`config.mk`:
```
export PLATFORM = sky130hd
export DESIGN_NAME = snn_timestep_scheduler
export DESIGN_NICKNAME = d
export VERILOG_FILES = /design/src/rtl/snn_ctrl_pkg.sv /design/src/rtl/sat_counter32.sv /design/src/rtl/snn_timestep_scheduler.sv
export SDC_FILE = /design/constraint.sdc
export NUM_CORES = 1
export LEC_CHECK = 0
export CORE_MARGIN = 2
export CORE_UTILIZATION = 40
export DETAILED_ROUTE_END_ITERATION = 8
export DONT_BUFFER_PORTS = 1
export PLACE_DENSITY_LB_ADDON = 0.08
export SLEW_MARGIN = 15
export SYNTH_ARGS = -nofsm -noshare
export SYNTH_HDL_FRONTEND = slang
export SYNTH_SLANG_ARGS = --single-unit
```
`constraint.sdc`:
```
create_clock -name S_AXI_ACLK -period 2.6 [get_ports S_AXI_ACLK]
set_clock_uncertainty 0.2 [all_clocks]
set_input_delay 0.26 -clock S_AXI_ACLK [delete_from_list [all_inputs] [get_ports S_AXI_ACLK]]
set_output_delay 0.26 -clock S_AXI_ACLK [all_outputs]
set_load 0.03 [all_outputs]
```
`src/rtl/snn_ctrl_pkg.sv`:
```
// Constants shared by the SNN control path: FSM encodings, ctrl/status bit positions,
// and the neuron parameter defaults the scheduler presents out of reset.
package snn_ctrl_pkg;

    typedef enum logic [2:0] {
        ST_IDLE   = 3'd0,
        ST_DRAIN  = 3'd1,
        ST_LEAK   = 3'd2,
        ST_SETTLE = 3'd3,
        ST_STEP   = 3'd4,
        ST_DONE   = 3'd5
    } sched_state_e;

    localparam int CTRL_EN    = 0;
    localparam int CTRL_START = 1;
    localparam int CTRL_SRST  = 2;

    localparam int STAT_BUSY      = 0;
    localparam int STAT_DONE      = 1;
    localparam int STAT_ERR       = 2;
    localparam int STAT_STATE_LSB = 3;
    localparam int STAT_STATE_MSB = 5;
    localparam int STAT_TS_LSB    = 16;
    localparam int STAT_TS_MSB    = 31;

    localparam logic [15:0] DEF_LEAK   = 16'd10;
    localparam logic [15:0] DEF_THRESH = 16'd1000;
    localparam logic [15:0] DEF_REFRAC = 16'd20;

    function automatic logic [31:0] pack_status(input sched_state_e st, input logic err,
                                                input logic [15:0] ts);
        logic [31:0] s;
        s = '0;
        s[STAT_BUSY] = (st != ST_IDLE) && (st != ST_DONE);
        s[STAT_DONE] = (st == ST_DONE);
        s[STAT_ERR]  = err;
        s[STAT_STATE_MSB:STAT_STATE_LSB] = st;
        s[STAT_TS_MSB:STAT_TS_LSB] = ts;
        return s;
    endfunction

endpackage

```
`src/rtl/sat_counter32.sv`:
```
// 32-bit up counter that sticks at all-ones; a clear in the same cycle as an increment wins.
module sat_counter32 #(
    parameter logic [31:0] RESET_VAL = '0
) (
    input  logic        clk,
    input  logic        rst_n,
    input  logic        clr,
    input  logic        inc,
    output logic [31:0] count
);

    logic [31:0] count_q, count_d;

    always_comb begin
        count_d = count_q;
        if (clr)
            count_d = '0;
        else if (inc && (count_q != '1))
            count_d = count_q + 32'd1;
    end

    always_ff @(posedge clk or negedge rst_n) begin
        if (!rst_n) count_q <= RESET_VAL;
        else        count_q <= count_d;
    end

    assign count = count_q;

endmodule

```
`src/rtl/snn_timestep_scheduler.sv`:
```
// Timestep sequencer for the LIF array: drain events, sweep leak over all neurons,
// settle, advance the timestep counter; also builds status/spike readback values.
module snn_timestep_scheduler
    import snn_ctrl_pkg::*;
#(
    parameter int NUM_NEURONS   = 256,
    parameter int NID_W         = 8,
    parameter int DRAIN_TIMEOUT = 4096
) (
    input  logic             S_AXI_ACLK,
    input  logic             S_AXI_ARESETN,
    input  logic [31:0]      ctrl_reg,
    input  logic [31:0]      config_reg,
    input  logic [15:0]      leak_rate,
    input  logic [15:0]      threshold,
    input  logic [15:0]      refractory_period,
    input  logic             evq_empty,
    input  logic             neuron_busy,
    input  logic             spike_in,
    output logic             leak_valid,
    input  logic             leak_ready,
    output logic [NID_W-1:0] leak_idx,
    output logic [15:0]      p_leak,
    output logic [15:0]      p_thresh,
    output logic [15:0]      p_refrac,
    output logic             neuron_clear,
    output logic             ts_tick,
    output logic             done_irq,
    output logic [31:0]      status_reg,
    output logic [31:0]      spike_count
);

    localparam int              DC_W     = (DRAIN_TIMEOUT > 1) ? $clog2(DRAIN_TIMEOUT) : 1;
    localparam logic [DC_W-1:0] DC_LAST  = DC_W'(DRAIN_TIMEOUT - 1);
    localparam logic [NID_W-1:0] IDX_LAST = NID_W'(NUM_NEURONS - 1);

    sched_state_e     state_q, state_d;
    logic             start_sync_q, start_sync_d;
    logic             start_prev_q, start_prev_d;
    logic             start_edge_q, start_edge_d;
    logic [15:0]      num_ts_q, num_ts_d;
    logic [15:0]      p_leak_q, p_leak_d;
    logic [15:0]      p_thresh_q, p_thresh_d;
    logic [15:0]      p_refrac_q, p_refrac_d;
    logic [15:0]      ts_cnt_q, ts_cnt_d;
    logic             err_q, err_d;
    logic [DC_W-1:0]  drain_cnt_q, drain_cnt_d;
    logic             leak_valid_q, leak_valid_d;
    logic [NID_W-1:0] leak_idx_q, leak_idx_d;
    logic             neuron_clear_q, neuron_clear_d;
    logic             ts_tick_q, ts_tick_d;
    logic             done_irq_q, done_irq_d;
    logic [31:0]      status_q, status_d;

    logic        srst, en, start_go, accept;
    logic [15:0] ts_inc;
    logic        unused_bits;

    assign unused_bits = ^{ctrl_reg[31:3], config_reg[31:16]};

    always_comb begin
        srst     = ctrl_reg[CTRL_SRST];
        en       = ctrl_reg[CTRL_EN];
        start_go = start_edge_q && en && !srst && (state_q == ST_IDLE || state_q == ST_DONE);
        accept   = leak_valid_q && leak_ready;
        ts_inc   = ts_cnt_q + 16'd1;

        start_sync_d   = ctrl_reg[CTRL_START];
        start_prev_d   = start_sync_q;
        // An edge arriving under soft reset is dropped rather than replayed afterwards.
        start_edge_d   = start_sync_q && !start_prev_q && !srst;
        neuron_clear_d = srst;

        state_d     = state_q;
        num_ts_d    = num_ts_q;
        p_leak_d    = p_leak_q;
        p_thresh_d  = p_thresh_q;
        p_refrac_d  = p_refrac_q;
        ts_cnt_d    = ts_cnt_q;
        err_d       = err_q;
        drain_cnt_d = drain_cnt_q;
        leak_idx_d  = leak_idx_q;

        if (srst) begin
            state_d     = ST_IDLE;
            ts_cnt_d    = '0;
            err_d       = 1'b0;
            drain_cnt_d = '0;
            leak_idx_d  = '0;
        end else if (start_go) begin
            state_d     = ST_DRAIN;
            num_ts_d    = config_reg[15:0];
            p_leak_d    = leak_rate;
            p_thresh_d  = threshold;
            p_refrac_d  = refractory_period;
            ts_cnt_d    = '0;
            err_d       = 1'b0;
            drain_cnt_d = '0;
            leak_idx_d  = '0;
        end else if (!en && state_q != ST_IDLE) begin
            state_d = ST_IDLE;
        end else begin
            case (state_q)
                ST_DRAIN: begin
                    if (evq_empty && !neuron_busy) begin
                        state_d    = ST_LEAK;
                        leak_idx_d = '0;
                    end else if (drain_cnt_q == DC_LAST) begin
                        state_d = ST_DONE;
                        err_d   = 1'b1;
                    end else begin
                        drain_cnt_d = drain_cnt_q + 1'b1;
                    end
                end
                ST_LEAK: begin
                    if (accept) begin
                        if (leak_idx_q == IDX_LAST) begin
                            leak_idx_d = '0;
                            state_d    = ST_SETTLE;
                        end else begin
                            leak_idx_d = leak_idx_q + 1'b1;
                        end
                    end
                end
                ST_SETTLE: if (!neuron_busy) state_d = ST_STEP;
                ST_STEP: begin
                    ts_cnt_d = ts_inc;
                    if (num_ts_q != 16'd0 && ts_inc == num_ts_q) begin
                        state_d = ST_DONE;
                    end else begin
                        state_d     = ST_DRAIN;
                        drain_cnt_d = '0;
                    end
                end
                default: ;
            endcase
        end

        leak_valid_d = (state_d == ST_LEAK);
        ts_tick_d    = (state_d == ST_STEP);
        done_irq_d   = (state_d == ST_DONE) && (state_q != ST_DONE);
        status_d     = pack_status(state_d, err_d, ts_cnt_d);
    end

    always_ff @(posedge S_AXI_ACLK or negedge S_AXI_ARESETN) begin
        if (!S_AXI_ARESETN) begin
            state_q        <= ST_IDLE;
            start_sync_q   <= 1'b0;
            start_prev_q   <= 1'b0;
            start_edge_q   <= 1'b0;
            num_ts_q       <= '0;
            p_leak_q       <= DEF_LEAK;
            p_thresh_q     <= DEF_THRESH;
            p_refrac_q     <= DEF_REFRAC;
            ts_cnt_q       <= '0;
            err_q          <= 1'b0;
            drain_cnt_q    <= '0;
            leak_valid_q   <= 1'b0;
            leak_idx_q     <= '0;
            neuron_clear_q <= 1'b0;
            ts_tick_q      <= 1'b0;
            done_irq_q     <= 1'b0;
            status_q       <= '0;
        end else begin
            state_q        <= state_d;
            start_sync_q   <= start_sync_d;
            start_prev_q   <= start_prev_d;
            start_edge_q   <= start_edge_d;
            num_ts_q       <= num_ts_d;
            p_leak_q       <= p_leak_d;
            p_thresh_q     <= p_thresh_d;
            p_refrac_q     <= p_refrac_d;
            ts_cnt_q       <= ts_cnt_d;
            err_q          <= err_d;
            drain_cnt_q    <= drain_cnt_d;
            leak_valid_q   <= leak_valid_d;
            leak_idx_q     <= leak_idx_d;
            neuron_clear_q <= neuron_clear_d;
            ts_tick_q      <= ts_tick_d;
            done_irq_q     <= done_irq_d;
            status_q       <= status_d;
        end
    end

    sat_counter32 u_spike_cnt (
        .clk   (S_AXI_ACLK),
        .rst_n (S_AXI_ARESETN),
        .clr   (srst || start_go),
        .inc   (spike_in && (state_q != ST_IDLE)),
        .count (spike_count)
    );

    assign leak_valid   = leak_valid_q;
    assign leak_idx     = leak_idx_q;
    assign p_leak       = p_leak_q;
    assign p_thresh     = p_thresh_q;
    assign p_refrac     = p_refrac_q;
    assign neuron_clear = neuron_clear_q;
    assign ts_tick      = ts_tick_q;
    assign done_irq     = done_irq_q;
    assign status_reg   = status_q;

endmodule

```
==> run_results.csv, run 1 <==
group,metric,value,unit
timing,slew_violations,0,
worst_setup_path,crit_arrival,2.82,ns
clock_tree,clk_latency,0.43,ns
layout,multiInputGateArea,3580,um^2
placed_design,dp_slack,-0.156,ns
grt,gr-total-overflow,0,
yosys,ys_ff_latch,145,
grt,grt_pass1_wl,30.1,mm
worst_setup_path,crit_chain,"ha_4 -> buf_6 -> xor2_2 -> a311o_1 -> a22o_1 -> a2111oi_4 -> buf_4 -> a21oi_4 -> clkbuf_16 -> o31ai_4",
power_and_ir_drop,internal_power,4.30,mW
clock_tree,clk_path_buf_depth,2,
power_and_ir_drop,seqPwrFrac,50.2,%
detailed_routing,detail_route.wl_per_cell,17.2,um
placed_design,hpwl,12.7,mm
yosys,yosysSeqAreaShare,50.0,%
detailed_routing,routed_wl,18.6,mm
floorplanning,placementRows,49,
floorplanning,die-area,19300,um^2
yosys,ys_types,63,
worst_setup_path,crit_type,"reg2reg",
yosys,synth_edf_count,0,
yosys,netlist_area,7280,um^2
placed_design,place_congestion,0.811,
detailed_routing,via_per_inst,5.23,
layout,final_common_cell,"dfrtp_1",
layout,nNetsFinal,965,
worst_setup_path,path_buf_inv,3,
worst_setup_path,cp_max_fo,6,
yosys,synthMuxAreaShare,10.3,%
power_and_ir_drop,power.density,652,nW/um^2
layout,syn2layout_area_growth,34.0,%
layout,n_fill_cell,1571,
detailed_routing,first_pass_iters,4,
clock_tree,clk_pin_slew,0.07,ns
timing,rsz0062_at_grt,"true",
flow_run,max_cap_violations,0,
timing,hold_violations,145,
placed_design,placed_cell_area,8200,um^2
yosys,synth_fa_ha_area_share,0.688,%
yosys,synthXorXnorAreaFrac,7.22,%
worst_setup_path,cp-end-kind,"flip-flop",
clock_tree,cts.hold.buffers_added,67,
timing,min_period,2.68,ns
layout,register_area,3660,um^2
layout,drive_gt1_share,32.7,%
worst_setup_path,start_kind,"flip-flop",
detailed_routing,drt_iter0_drc,266,
power_and_ir_drop,clockPowerShare,38.1,%
clock_tree,cts_root_buffer,"clkbuf_16",
outcome,failed_checks,"hold timing, setup timing",
layout,final_core_utilization,54.5,%
floorplanning,io_pins,242,
layout,design_area,9750,um^2
power_and_ir_drop,p_leak,4.17,nW
floorplanning,die_h,139,um
detailed_routing,postRouteAntennaNets,0,
worst_setup_path,slowest_stage,"dfrtp_2",
outcome,status,"complete, but fails checks",
detailed_routing,vias,5676,
grt,grt_pass1_vias,5851,
worst_setup_path,cp_slowest_stage_delay,0.47,ns
yosys,synth_compound_area_share,8.18,%
timing,setup_slack,-0.0836,ns
yosys,synth_cells,682,
layout,largest_register_ffs,32,
timing,timing.final.crit_share,103,%
grt,grt_usage,19.3,%
yosys,ys.flop_type,"dfrtp_1",
power_and_ir_drop,p_sw,2.06,mW
yosys,yosysWarningCount,0,
yosys,synth_simple_gate_area_share,19.2,%
min_path,hold_path.class,"in2async",
power_and_ir_drop,pwr-share-comb,11.7,%
timing,setup_viol,15,
placed_design,dpl.cell_count,977,
timing,worstMarginPinSlew,0.827,ns
grt,grt_max_degree,146,
layout,diodes,0,
timing,whs,-0.677,ns
worst_setup_path,cp_top_family,"compound AO/OA/AOI/OAI gates",
detailed_routing,drc,0,
power_and_ir_drop,power,6.36,mW
clock_tree,cts_made_buffers,17,
yosys,syn_area_per_cell,10.7,um^2
power_and_ir_drop,irDropWorstVdd,0.000487,V
power_and_ir_drop,p_sw_share,32.5,%
grt,antenna_found_initial,0,
floorplanning,start_util,40.6,%
layout,final_cell_count_no_fill,1085,
yosys,async_reset_ff_share,100,%
timing,max_freq,0.373,GHz
placed_design,port_buffers,0,
floorplanning,fp.dieW,139,um
timing,relSlewSlack,44.9,%
layout,layout_common_cells,"dfrtp_1, buf_4, nor2_1",
timing,setup_tns,-0.824,ns
clock_tree,clock_sinks,145,
floorplanning,core_area,17900,um^2
worst_setup_path,cp.required,2.74,ns
yosys,synth_top_family_by_area,"simple AND/OR/NAND/NOR gates",
clock_tree,cts_tree,"yes",
clock_tree,htree_num_levels,4,
-- synthesized netlist by cell type, types with 2 or more instances --
cell type | count | area share, %
xor2_1 | 38 | 4.6
a21oi_2 | 2 | 0.24
nand3b_1 | 3 | 0.31
nand2_1 | 32 | 1.7
a31oi_1 | 9 | 0.77
clkbuf_1 | 24 | 1.2
dfrtp_1 | 135 | 46
or3b_2 | 3 | 0.36
mux2i_1 | 2 | 0.28
a21oi_1 | 21 | 1.4
or2_2 | 3 | 0.26
buf_4 | 12 | 1.2
nor2_1 | 72 | 3.7
o31ai_4 | 2 | 0.58
nand2b_1 | 9 | 0.77
nor3b_1 | 5 | 0.52
o211ai_1 | 3 | 0.31
buf_6 | 2 | 0.31
buf_2 | 5 | 0.34
nand4_1 | 16 | 1.4
and3_1 | 9 | 0.77
ha_1 | 4 | 0.69
a21o_1 | 2 | 0.21
nand3_1 | 32 | 2.2
nor4_1 | 13 | 1.1
o31ai_1 | 2 | 0.21
inv_1 | 20 | 1.0
and4_1 | 4 | 0.48
or4_1 | 3 | 0.31
mux2_2 | 65 | 10
o21ai_0 | 17 | 1.2
xnor2_1 | 22 | 2.6
o31ai_2 | 8 | 1.4
dfstp_2 | 10 | 3.6
or3_1 | 14 | 1.2
a311o_1 | 3 | 0.41
and2_1 | 4 | 0.34
nor2b_1 | 5 | 0.43
nor3_1 | 23 | 1.6
-- path summary, 6_finish.rpt --
kind                                         to  cells past startpoint          start  slack (ns)
max                             drain_cnt_q[10]                     10    ts_cnt_q[0]       -0.08
min                        u_spike_cnt.count[9]                      0  S_AXI_ARESETN       -0.68
max reg2reg                     drain_cnt_q[10]                     10    ts_cnt_q[0]       -0.08
min reg2reg                        start_prev_q                      0   start_prev_d        0.17
max in group asynchronous             p_leak[3]                      0  S_AXI_ARESETN        2.59
min in group S_AXI_ACLK          drain_cnt_q[1]                      4    ctrl_reg[2]        0.02
-- cell families (layout without fill, tap and decap cells) --
logic type / count (synthesis) / after routing
simple gates: 261 / 261
flops: 145 / 145
compound gates: 79 / 79
mux: 67 / 67
buf+inv: 65 / 230
xor+xnor: 60 / 60
fa+ha+maj: 4 / 4
other cells: 1 / 10
-- power groups by stage --
stage	clock network [mW]	registers (mW)	logic [mW]
after CTS	2.48	3.19	0.706
after detailed placement	0	3.23	0.617
after global placement	0	3.23	0.591
final	2.42	3.19	0.744
after global routing	2.59	3.23	0.813
after floorplan	0	3.16	0.495
-- per-layer routing --
metal	global-route usage, %	share of wire, %	up-vias
li1	-	-	2720
met1	23.3	41	2799
met2	32.9	51	140
met3	6.77	6.2	17
met4	5.26	1.1	0
met5	0	0	-
-- timing repair --
item / 4_1_cts / 5_1_grt
gates resized for setup: 13 / 23
endpoints found under the setup margin: 16 / 27
cloned: 0 / 1
pin swaps: 4 / 11
hold endpoints to repair: 226 / 145
setup buffers: 5 / 3
-- cell type report --
type	count	area share [%]
sequential	145	37.5
multi-input combinational	481	36.7
timing repair buffer	177	16.0
clock buffer	17	4.36
tap	229	2.94
clock inverter	15	1.66
inverter	21	0.808
No activity file was read; power rests on OpenSTA's default activity.
==> run 2: changes to the inputs <==
Settings changed: CORE_UTILIZATION 40 to 35.
==> run 2 against run 1 <==
  * Register-to-register slack improved by 0.02 ns
  * Power rose by 0.60%
  * Sequential cell count did not move
  * The flow still finishes with violations (hold timing, setup timing)
  * Sequential share of layout area fell by 0.25 points
  * Highest routed layer unchanged
==> run_results.csv, run 2 (same netlist as run 1, synthesis figures left out) <==
group,metric,value,unit
floorplanning,core_area,20300,um^2
layout,drive_gt1_share,32.8,%
timing,whs,-0.662,ns
timing,rsz0062_at_grt,"true",
timing,slew_violations,0,
clock_tree,htree_num_levels,4,
grt,grt_usage,17.4,%
floorplanning,placementRows,52,
power_and_ir_drop,p_leak,4.17,nW
layout,n_fill_cell,1869,
placed_design,port_buffers,0,
worst_setup_path,crit_chain,"buf_4 -> buf_4 -> xor2_2 -> a311o_1 -> a22o_1 -> a2111oi_4 -> buf_4 -> a21oi_4 -> clkbuf_16 -> o31ai_2",
layout,syn2layout_area_growth,34.9,%
timing,setup_tns,-0.388,ns
layout,largest_register_ffs,32,
floorplanning,io_pins,242,
worst_setup_path,r2r_setup_slack,-0.06,ns
worst_setup_path,crit_top_cell,"buf_4",
placed_design,dp_slack,-0.153,ns
detailed_routing,first_pass_iters,4,
power_and_ir_drop,power.density,652,nW/um^2
placed_design,hpwl,13.0,mm
detailed_routing,via_per_inst,5.10,
worst_setup_path,cp_slowest_stage_delay,0.44,ns
grt,grt_pass1_wl,30.5,mm
worst_setup_path,rr_startpoint,"ts_cnt_q[2]",
clock_tree,cts_root_buffer,"clkbuf_16",
grt,antenna_found_initial,0,
layout,register_area,3660,um^2
timing,min_period,2.66,ns
power_and_ir_drop,irDropWorstVdd,0.000454,V
timing,timing.final.crit_share,102,%
clock_tree,clock_sinks,145,
outcome,failed_checks,"hold timing, setup timing",
worst_setup_path,cp_max_fo,6,
worst_setup_path,worstRegToRegCells,10,
min_path,hold_path.class,"in2async",
grt,grt_pass1_vias,5809,
clock_tree,cts_made_buffers,17,
layout,multiInputGateArea,3610,um^2
worst_setup_path,crit_path_start,"ts_cnt_q[2]",
clock_tree,clk_path_buf_depth,2,
timing,max_freq,0.376,GHz
grt,grt_max_degree,146,
worst_setup_path,crit_arrival,2.79,ns
worst_setup_path,slowest_stage,"dfrtp_2",
layout,design_area,9820,um^2
detailed_routing,routed_wl,19.1,mm
detailed_routing,postRouteAntennaNets,0,
placed_design,placed_cell_area,8220,um^2
layout,diodes,0,
clock_tree,cts.hold.buffers_added,68,
floorplanning,die-area,22000,um^2
placed_design,place_congestion,0.761,
worst_setup_path,r2r_end,"drain_cnt_q[9]",
grt,gr-total-overflow,0,
floorplanning,start_util,35.8,%
detailed_routing,drt_iter0_drc,259,
detailed_routing,vias,5732,
floorplanning,die_h,148,um
power_and_ir_drop,power,6.40,mW
worst_setup_path,cp.required,2.73,ns
layout,layout_common_cells,"dfrtp_1, buf_4, nor2_1",
layout,final_common_cell,"dfrtp_1",
clock_tree,cts_tree,"yes",
detailed_routing,drc,0,
clock_tree,clk_pin_slew,0.06,ns
clock_tree,clk_latency,0.42,ns
worst_setup_path,start_kind,"flip-flop",
timing,hold_violations,145,
outcome,status,"complete, but fails checks",
timing,relSlewSlack,44.6,%
timing,worstMarginPinSlew,0.831,ns
worst_setup_path,crit_type,"reg2reg",
flow_run,max_cap_violations,0,
layout,nNetsFinal,963,
timing,setup_slack,-0.0599,ns
worst_setup_path,cp-end-kind,"flip-flop",
timing,setup_viol,13,
detailed_routing,detail_route.wl_per_cell,17.0,um
floorplanning,fp.dieW,148,um
==> run 2: how the worst max path moves through the flow <==
stage / endpoint / slack, ns / cells after the start
CTS: drain_cnt_q[11] / -0.09 / 9
detailed placement: drain_cnt_q[11] / -0.15 / 10
global route: done_irq / -0.14 / 9
floorplan: drain_cnt_q[10] / -0.08 / 9
global placement: drain_cnt_q[11] / -0.11 / 10
finish: drain_cnt_q[9] / -0.06 / 10
==> run 2: stage by stage <==
step	utilization (%)	cells
2_1_floorplan	-	691
5_1_grt	48.4	1124
4_1_cts	47.0	1115
3_5_place_dp	40.5	1014
3_3_place_gp	40.5	1014
6_report	48.4	1124
==> run 2: cell type report <==
| class | count | area share [%] |
|---|---|---|
| tap | 270 | 3.44 |
| multi-input combinational | 481 | 36.8 |
| clock inverter | 15 | 1.62 |
| timing repair buffer | 175 | 15.8 |
| sequential | 145 | 37.3 |
| inverter | 21 | 0.803 |
| clock buffer | 17 | 4.33 |
==> run 2: worst max-delay path, delay by kind of cell, from the launching register on <==
family                    cells  cell delay [ns]
AOI/OAI and AO/OA             5             1.06
DFF                           1             0.44
xor gates and xnor gates      1             0.18
buffers and inverters         4             0.69
==> run 2: report_power, final <==
group / internal, mW / total (mW) / switching, mW
Clock: 1.36 / 2.45 / 1.09
Sequential: 2.56 / 3.20 / 0.637
Combinational: 0.442 / 0.744 / 0.302
Total: 4.37 / 6.40 / 2.03
==> run 2: repair_timing <==
item,CTS,global route
pin swaps,5,15
buffers inserted,1,8
endpoints found under the hold margin,224,145
gates resized for setup,10,31
setup endpoints to repair,18,87
cloned,0,1
==> run 2: layer usage <==
metal / track usage (%) / up-vias / share of wire [%]
met4: 5.81 / 0 / 1.5
met1: 21.3 / 2835 / 41
met3: 5.74 / 21 / 6.8
met5: 0 / - / 0
met2: 29.1 / 157 / 51
li1: - / 2719 / -
